===== src/rtl/rptr_empty_sync.sv =====
// Read-side control for the async FIFO.
// Brings the write-domain Gray pointer into rclk through a short flop chain,
// keeps the binary/Gray read pointer and derives empty, almost-empty, fill
// level and an underflow pulse from the synchronised write pointer.
module rptr_empty_sync #(
   parameter int ADDW        = 4,
   parameter int SYNC_STAGES = 2,
   parameter int AEMPTY_TH   = 2
) (
   input  logic            rclk,
   input  logic            rrst_n,
   input  logic            rden,
   input  logic [ADDW:0]   wptr_gray,
   output logic [ADDW:0]   rptr_gray,
   output logic [ADDW-1:0] raddr,
   output logic            rempty,
   output logic            raempty,
   output logic [ADDW:0]   rlevel,
   output logic            runderflow
);

   localparam logic [ADDW:0] AE_TH = (ADDW+1)'(AEMPTY_TH);

   logic [ADDW:0] sync_q [SYNC_STAGES];
   logic [ADDW:0] wq;
   logic [ADDW:0] wbin;
   logic [ADDW:0] rbin;
   logic [ADDW:0] rbnext;
   logic [ADDW:0] rgnext;
   logic [ADDW:0] lvl_next;
   logic          rd_ok;

   // Synchronise the write Gray pointer into rclk; only the last stage is used.
   always_ff @(posedge rclk or negedge rrst_n) begin
      if (!rrst_n) begin
         // NOTE: the synchroniser is a handful of ordinary flops, not a RAM,
         // so it is reset along with the rest of the state.
         for (int i = 0; i < SYNC_STAGES; i++) sync_q[i] <= '0;
      end else begin
         // NOTE: non-blocking assignments let every stage sample the previous
         // stage's old value, which is what makes this a shift chain.
         sync_q[0] <= wptr_gray;
         for (int i = 1; i < SYNC_STAGES; i++) sync_q[i] <= sync_q[i-1];
      end
   end

   assign wq = sync_q[SYNC_STAGES-1];

   // Next read pointer, Gray encoding and fill level seen from the read side.
   always_comb begin
      // NOTE: every output of this block gets a value before any condition,
      // so no path can leave a signal unassigned and infer a latch.
      rd_ok    = rden & ~rempty;
      rbnext   = rbin + {{ADDW{1'b0}}, rd_ok};
      rgnext   = (rbnext >> 1) ^ rbnext;
      wbin     = '0;
      for (int i = 0; i <= ADDW; i++) wbin[i] = ^(wq >> i);
      lvl_next = wbin - rbnext;
   end

   // Register pointers, flags and level; empty is a full-width Gray compare so
   // the wrap bit distinguishes empty from full.
   always_ff @(posedge rclk or negedge rrst_n) begin
      if (!rrst_n) begin
         rbin       <= '0;
         rptr_gray  <= '0;
         raddr      <= '0;
         rempty     <= 1'b1;
         raempty    <= 1'b1;
         rlevel     <= '0;
         runderflow <= 1'b0;
      end else begin
         rbin       <= rbnext;
         rptr_gray  <= rgnext;
         raddr      <= rbnext[ADDW-1:0];
         rempty     <= (rgnext == wq);
         raempty    <= (lvl_next <= AE_TH);
         rlevel     <= lvl_next;
         runderflow <= rden & rempty;
      end
   end

endmodule

===== config.mk =====
export PLATFORM = sky130hd
export DESIGN_NAME = rptr_empty_sync
export DESIGN_NICKNAME = d
export VERILOG_FILES = /design/src/rtl/rptr_empty_sync.sv
export SDC_FILE = /design/constraint.sdc
export NUM_CORES = 1
export LEC_CHECK = 0
export CAP_MARGIN = 25
export CORE_AREA = 5 5 58 60
export CTS_CLUSTER_DIAMETER = 40
export DETAILED_ROUTE_END_ITERATION = 16
export DIE_AREA = 0 0 63 65
export PLACE_DENSITY = 0.79
export SETUP_SLACK_MARGIN = 0.3
export SLEW_MARGIN = 15
export SYNTH_ARGS = -nofsm -noshare
export SYNTH_HDL_FRONTEND = slang
export SYNTH_SLANG_ARGS = --single-unit

===== constraint.sdc =====
create_clock -name rclk -period 2.85 [get_ports rclk]
set_input_delay 0.4275 -clock rclk [delete_from_list [all_inputs] [get_ports rclk]]
set_output_delay 0.4275 -clock rclk [all_outputs]
set_load 0.005 [all_outputs]

# Word-level counts from Yosys, hierarchy flattened
# Cells that the tools add are included.
[op_classes] n_addsub=2 reduce_logical=5 bitwise_logic=4 order_cmp=1 n_eq_ne=1
[ops] cell="$reduce_xor 5->1" count=5
[ops] cell="$add 5x1->5" count=1
[ops] cell="$eq 5x5->1" count=1
[ops] cell="$le 5x2->1 const B" count=1
[ops] cell="$sub 5x5->5" count=1
[ops] cell="$xor 4x5->5" count=1
[ops] cell="$and 1x1->1" count=2
[ops] cell="$not 1->1" count=1
[totals] out_inout_bits=17 ff_bits=32 wordCells=22 in_bits=8

# Longest topological paths before layout
[logic_depth] ltp_word=5 depth_mapped=12 ltp_nobuf=11

# Worst setup path before layout
# OpenSTA, ideal clock, no wires.
[synth_path] kind="register -> register" startpoint="register rempty" endpoint="register rlevel[4]" arrival_ns=2.523 required_time_ns=2.721 path_stages_with_launch=12 synth_period_minus_slack_ns=2.653 slack_ns=0.197 n_path_buf=1 setup_ns=0.129 cell_sequence="dfstp_2 > nor2b_1 > ha_1 > ha_1 > clkbuf_1 > xnor2_1 > ha_1 > and2_1 > a2111oi_4 > a311o_1 > nand2_1 > xnor2_1"
[synth_between] elab_chain_len=4
[synth_rtl] element="start, declared" line="16" rtl="output logic rempty,"
[synth_rtl] element="start signal, assigned" line="76" rtl="rempty <= (rgnext == wq);"
[synth_rtl] element="$not 1->1" line="53" rtl="rd_ok = rden & ~rempty;"
[synth_rtl] element="$and 1x1->1" line="53"
[synth_rtl] element="$add 5x1->5" line="54" rtl="rbnext = rbin + {{ADDW{1'b0}}, rd_ok};"
[synth_rtl] element="via rbnext[1]" line="28" rtl="logic [ADDW:0] rbnext;"
[synth_rtl] element="$sub 5x5->5" line="58" rtl="lvl_next = wbin - rbnext;"
[synth_rtl] element="via lvl_next[4]" line="30" rtl="logic [ADDW:0] lvl_next;"
[synth_rtl] element="end signal, assigned" line="78" rtl="rlevel <= lvl_next;"
[synth_rtl] element="end, declared" line="18" rtl="output logic [ADDW:0] rlevel,"
# The timed path passes the listed nets, and every way through them passes these cells.

# Worst setup path in the final report
[layout_path] startpoint="input port rden" endpoint="register rlevel[4]"
[layout_between] elab_chain_len=3
[layout_rtl] element="start, declared" line="12" rtl="input logic rden,"
[layout_rtl] element="$and 1x1->1" line="53"
[layout_rtl] element="$add 5x1->5" line="54"
[layout_rtl] element="$sub 5x5->5" line="58"
[layout_rtl] element="via lvl_next[4]" line="30"
# The timed path passes the listed nets, and every way through them passes these cells.

==> key figures <==
Detailed routing
  – Drt drc: 0
  – Routed WL: between 2000 and 2500 um
  – DR vias/cell: 5.10
  – TritonRoute pass-1 iters: 4
  – Routed vias: 892
  – DRT iter0 DRCs: 23
  – Wire per inst: 14.0 um
  – Routed Antenna Nets: 0

Clock tree
  – Clock Sink Count: 27
  – Num CTS Buffers: 3
  – Hold buffers post-CTS: 0
  – Clock tree from TritonCTS: done
  – Clock Latency Late Sink: 0.34 ns
  – CTS max path bufs: 2
  – H-tree depth: 1
  – Clock transition at the registers of the reported paths: 0.13 ns
  – Root buf cell: clkbuf_4

Timing
  – Rel. slew slack: 0.780
  – Final Hold Fails: 0
  – Final Skew: 0.00336 ns
  – Least-Margin Pin Slew: 0.331 ns
  – Fmax achieved: approximately 0.4 GHz
  – RSZ-0062 raised after global routing: no
  – Final setup violation count: 0
  – Period minus WS final: ~2.4 ns
  – Fin. max-slew vios: 0
  – Fin crit share: 0.851
  – Min setup slack post-route: 0.424 ns

Power and ir drop
  – Int Power: 1.34 mW
  – Sw Ratio: 0.380
  – Flop pwr share: 0.283
  – Lkg Pwr: 0.750 nW
  – Max rail drop VDD: between 700 and 800 uV
  – Power per cell area: 1200 nW/um2
  – Clk pwr share: 0.077
  – Combinational Power Share: 0.640
  – Total power: 2.16 mW
  – Psw: around 820 uW

Placement
  – Post-DP Area: 1680 um2
  – Placed cell count: 167
  – GP Congestion: between 0.8 and 0.9
  – Port Buffers: 24
  – Post-Place Setup Slack: -0.103 ns
  – HPWL Detailed: 1850 um

Critical path
  – Worst Path Required: 3.13 ns
  – Slowest-stage cell, CP: clkdlybuf4s50_1
  – Startpoint types: input port
  – Reg2reg start: wq[3]
  – Critical-path cell list: clkdlybuf4s50_1 -> nor2b_2 -> ha_2 -> ha_4 -> xnor2_4 -> ha_4 -> inv_1 -> nor2_1 -> nand3_1 -> a311o_1 -> nand2_1 -> xnor2_2
  – Most frequent CP cell: ha_4
  – Worst Setup End Kind: flip-flop
  – Crit path kind: in -> reg
  – Critical path fanouts, max: 3
  – Buf/Inv on CP: 2
  – Worst path top cell family by delay: adder cells
  – Slowest stage delay, CP: approximately 0.4 ns
  – CP startpoint: rden
  – Arr. time, crit path: 2.70 ns

Synth
  – Leading area contributor after synthesis: dfrtp_1
  – Seq/Total Area, Yosys: 0.502
  – EDFF count, synth: 0
  – Most frequent cell after synthesis: dfrtp_1
  – Synth unique cells: 35
  – Top cells by count, synth: 25 x dfrtp_1, 15 x xnor2_1, 7 x inv_1
  – Mapped cell area: 1350 um2
  – Avg Synthesized Cell Area: 13.1 um2
  – Synth warn: 0
  – Area share of the leading cell type in the synthesized netlist: 0.463
  – Syn_nets: 116
  – Synth top area cells: dfrtp_1 46%, xnor2_1 9.7%, ha_1 4.6%, xnor2_4 4.1%, xor2_4 4.1%
  – Top_reg_cell synth: dfrtp_1
  – Synth Register Bits: 27
  – FFs w/ async S/R, synth: 1.00
  – Post-Syn Instances: 103

Cells and area
  – Area Growth Syn to Fin: 33.2%
  – Share of cells above drive strength 1: 0.268
  – Design area: between 1500 and 2000 um2
  – Nets: between 150 and 200
  – Non-Filler Instances: 175
  – N_diodes: 0
  – Fillers: 228

Floorplan
  – Core ar.: approximately 2900 um2
  – Effective utilization at floorplan: 0.469
  – Die X: 63 um
  – Io pins: 25
  – Die area: around 4000 um2
  – DIE HEIGHT: 65 um
  – Rows: 20

Outcome
  – Status: finished clean

Worst hold path
  – Worst hold path class: reg -> reg
  – HP Start: sync_q[6]

GRT
  – Number of global-route vias before repair: 890
  – Total GRT Usage: 0.128
  – Pin count of the biggest net entering global routing: 28
  – Initial antenna violation count: 0
  – Grt total ovfl: 0
  – First-pass GRT wire length: approximately 4000 um

Job
  – Max-Cap Viols: 0
## per-stage QoR
step | setup TNS, ns | util | hold slack, ns
final | 0 | 0.625 | 0.365
after global routing | 0 | 0.625 | 0.374
after CTS | 0 | 0.598 | 0.369
after detailed placement | -0.103 | 0.585 | 0.337
after global placement | 0 | 0.585 | 0.332
after floorplan | 0 | - | 0.132
## per-layer routing
metal  wire [um]  track usage
met5           0            0
met1         920        0.142
met3         197       0.0399
met2        1250        0.212
met4          80       0.0769
## cell families (layout without fill, tap and decap cells)
family	count (synthesis)	in the layout	share of synthesized area
AO/OA/AOI/OAI	13	13	0.0862
XOR/XNOR	25	25	0.234
adder cells (fa/ha/maj)	6	6	0.0547
buffers and inverters	10	49	0.0361
flip-flops	27	27	0.502
AND/OR/NAND/NOR	22	22	0.0862
## layout by cell type (no fill, tap or decap), drive strengths merged
cell type and count:
xor2 5, nand2 4, nor2b 1, dfstp 2, buf 14, o311ai 1
dfrtp 25, maj3 1, ha 5, nor2 4, xnor2 20, clkbuf 4
or3 1, and3 2, inv 7, a31oi 1, nor3 3, a21oi 2
o211ai 1, a311o 1, a2111oi 1, o21ai 3, clkdlybuf4s50 24, and2 3
nor3b 1, nand3 3, o2111ai 1, o21bai 2
## worst register-to-register path: stages (launching register included)
cell and delay [ns]:
dfrtp_2 0.50, xor2_4 0.19, xnor2_2 0.20, xnor2_1 0.15, ha_1 0.19, inv_1 0.05, ha_1 0.21, nor2_1 0.14
o21ai_2 0.07, xnor2_1 0.14, or3_1 0.32, a31oi_1 0.18
## final timing paths
path / end / slack, ns / cells after the start
min reg2reg: wq[1] / 0.36 / 0
min: wq[1] / 0.36 / 0
max reg2reg: raempty / 0.46 / 11
max: rlevel[4] / 0.42 / 12
min in group asynchronous: wq[0] / 0.44 / 2
max in group asynchronous: rempty / 2.12 / 2
## sequential cells by signal, summed over array words and instances, names as in the netlist
register,flops
runderflow,1
rlevel,5
raddr,3
wq,5
rempty,1
rbin,2
raempty,1
rptr_gray,4
sync_q,5
## power by group through the flow
stage / clock, mW / sequential (mW) / combinational, mW
detailed placement: 0 / 0.613 / 1.29
floorplan: 0 / 0.615 / 0.785
global route: 0.189 / 0.630 / 1.50
finish: 0.167 / 0.612 / 1.38
CTS: 0.175 / 0.607 / 1.31
global placement: 0 / 0.605 / 1.24
## cell type report
cell class                 instances  area [um2]  area share
multi-input combinational         66         679       0.378
inverter                           7        26.3      0.0146
tap                               33        41.3      0.0230
sequential                        27         679       0.378
clock buffer                       4        26.3      0.0146
timing repair buffer              38         345       0.192
## repair_timing
action | in CTS | in global routing
pin swaps | 1 | 6
setup buffers | 0 | 4
hold endpoints to repair | 0 | 0
setup endpoints to repair | 1 | 2
resized for setup | 3 | 6
Power figures use the tool's default switching activity.
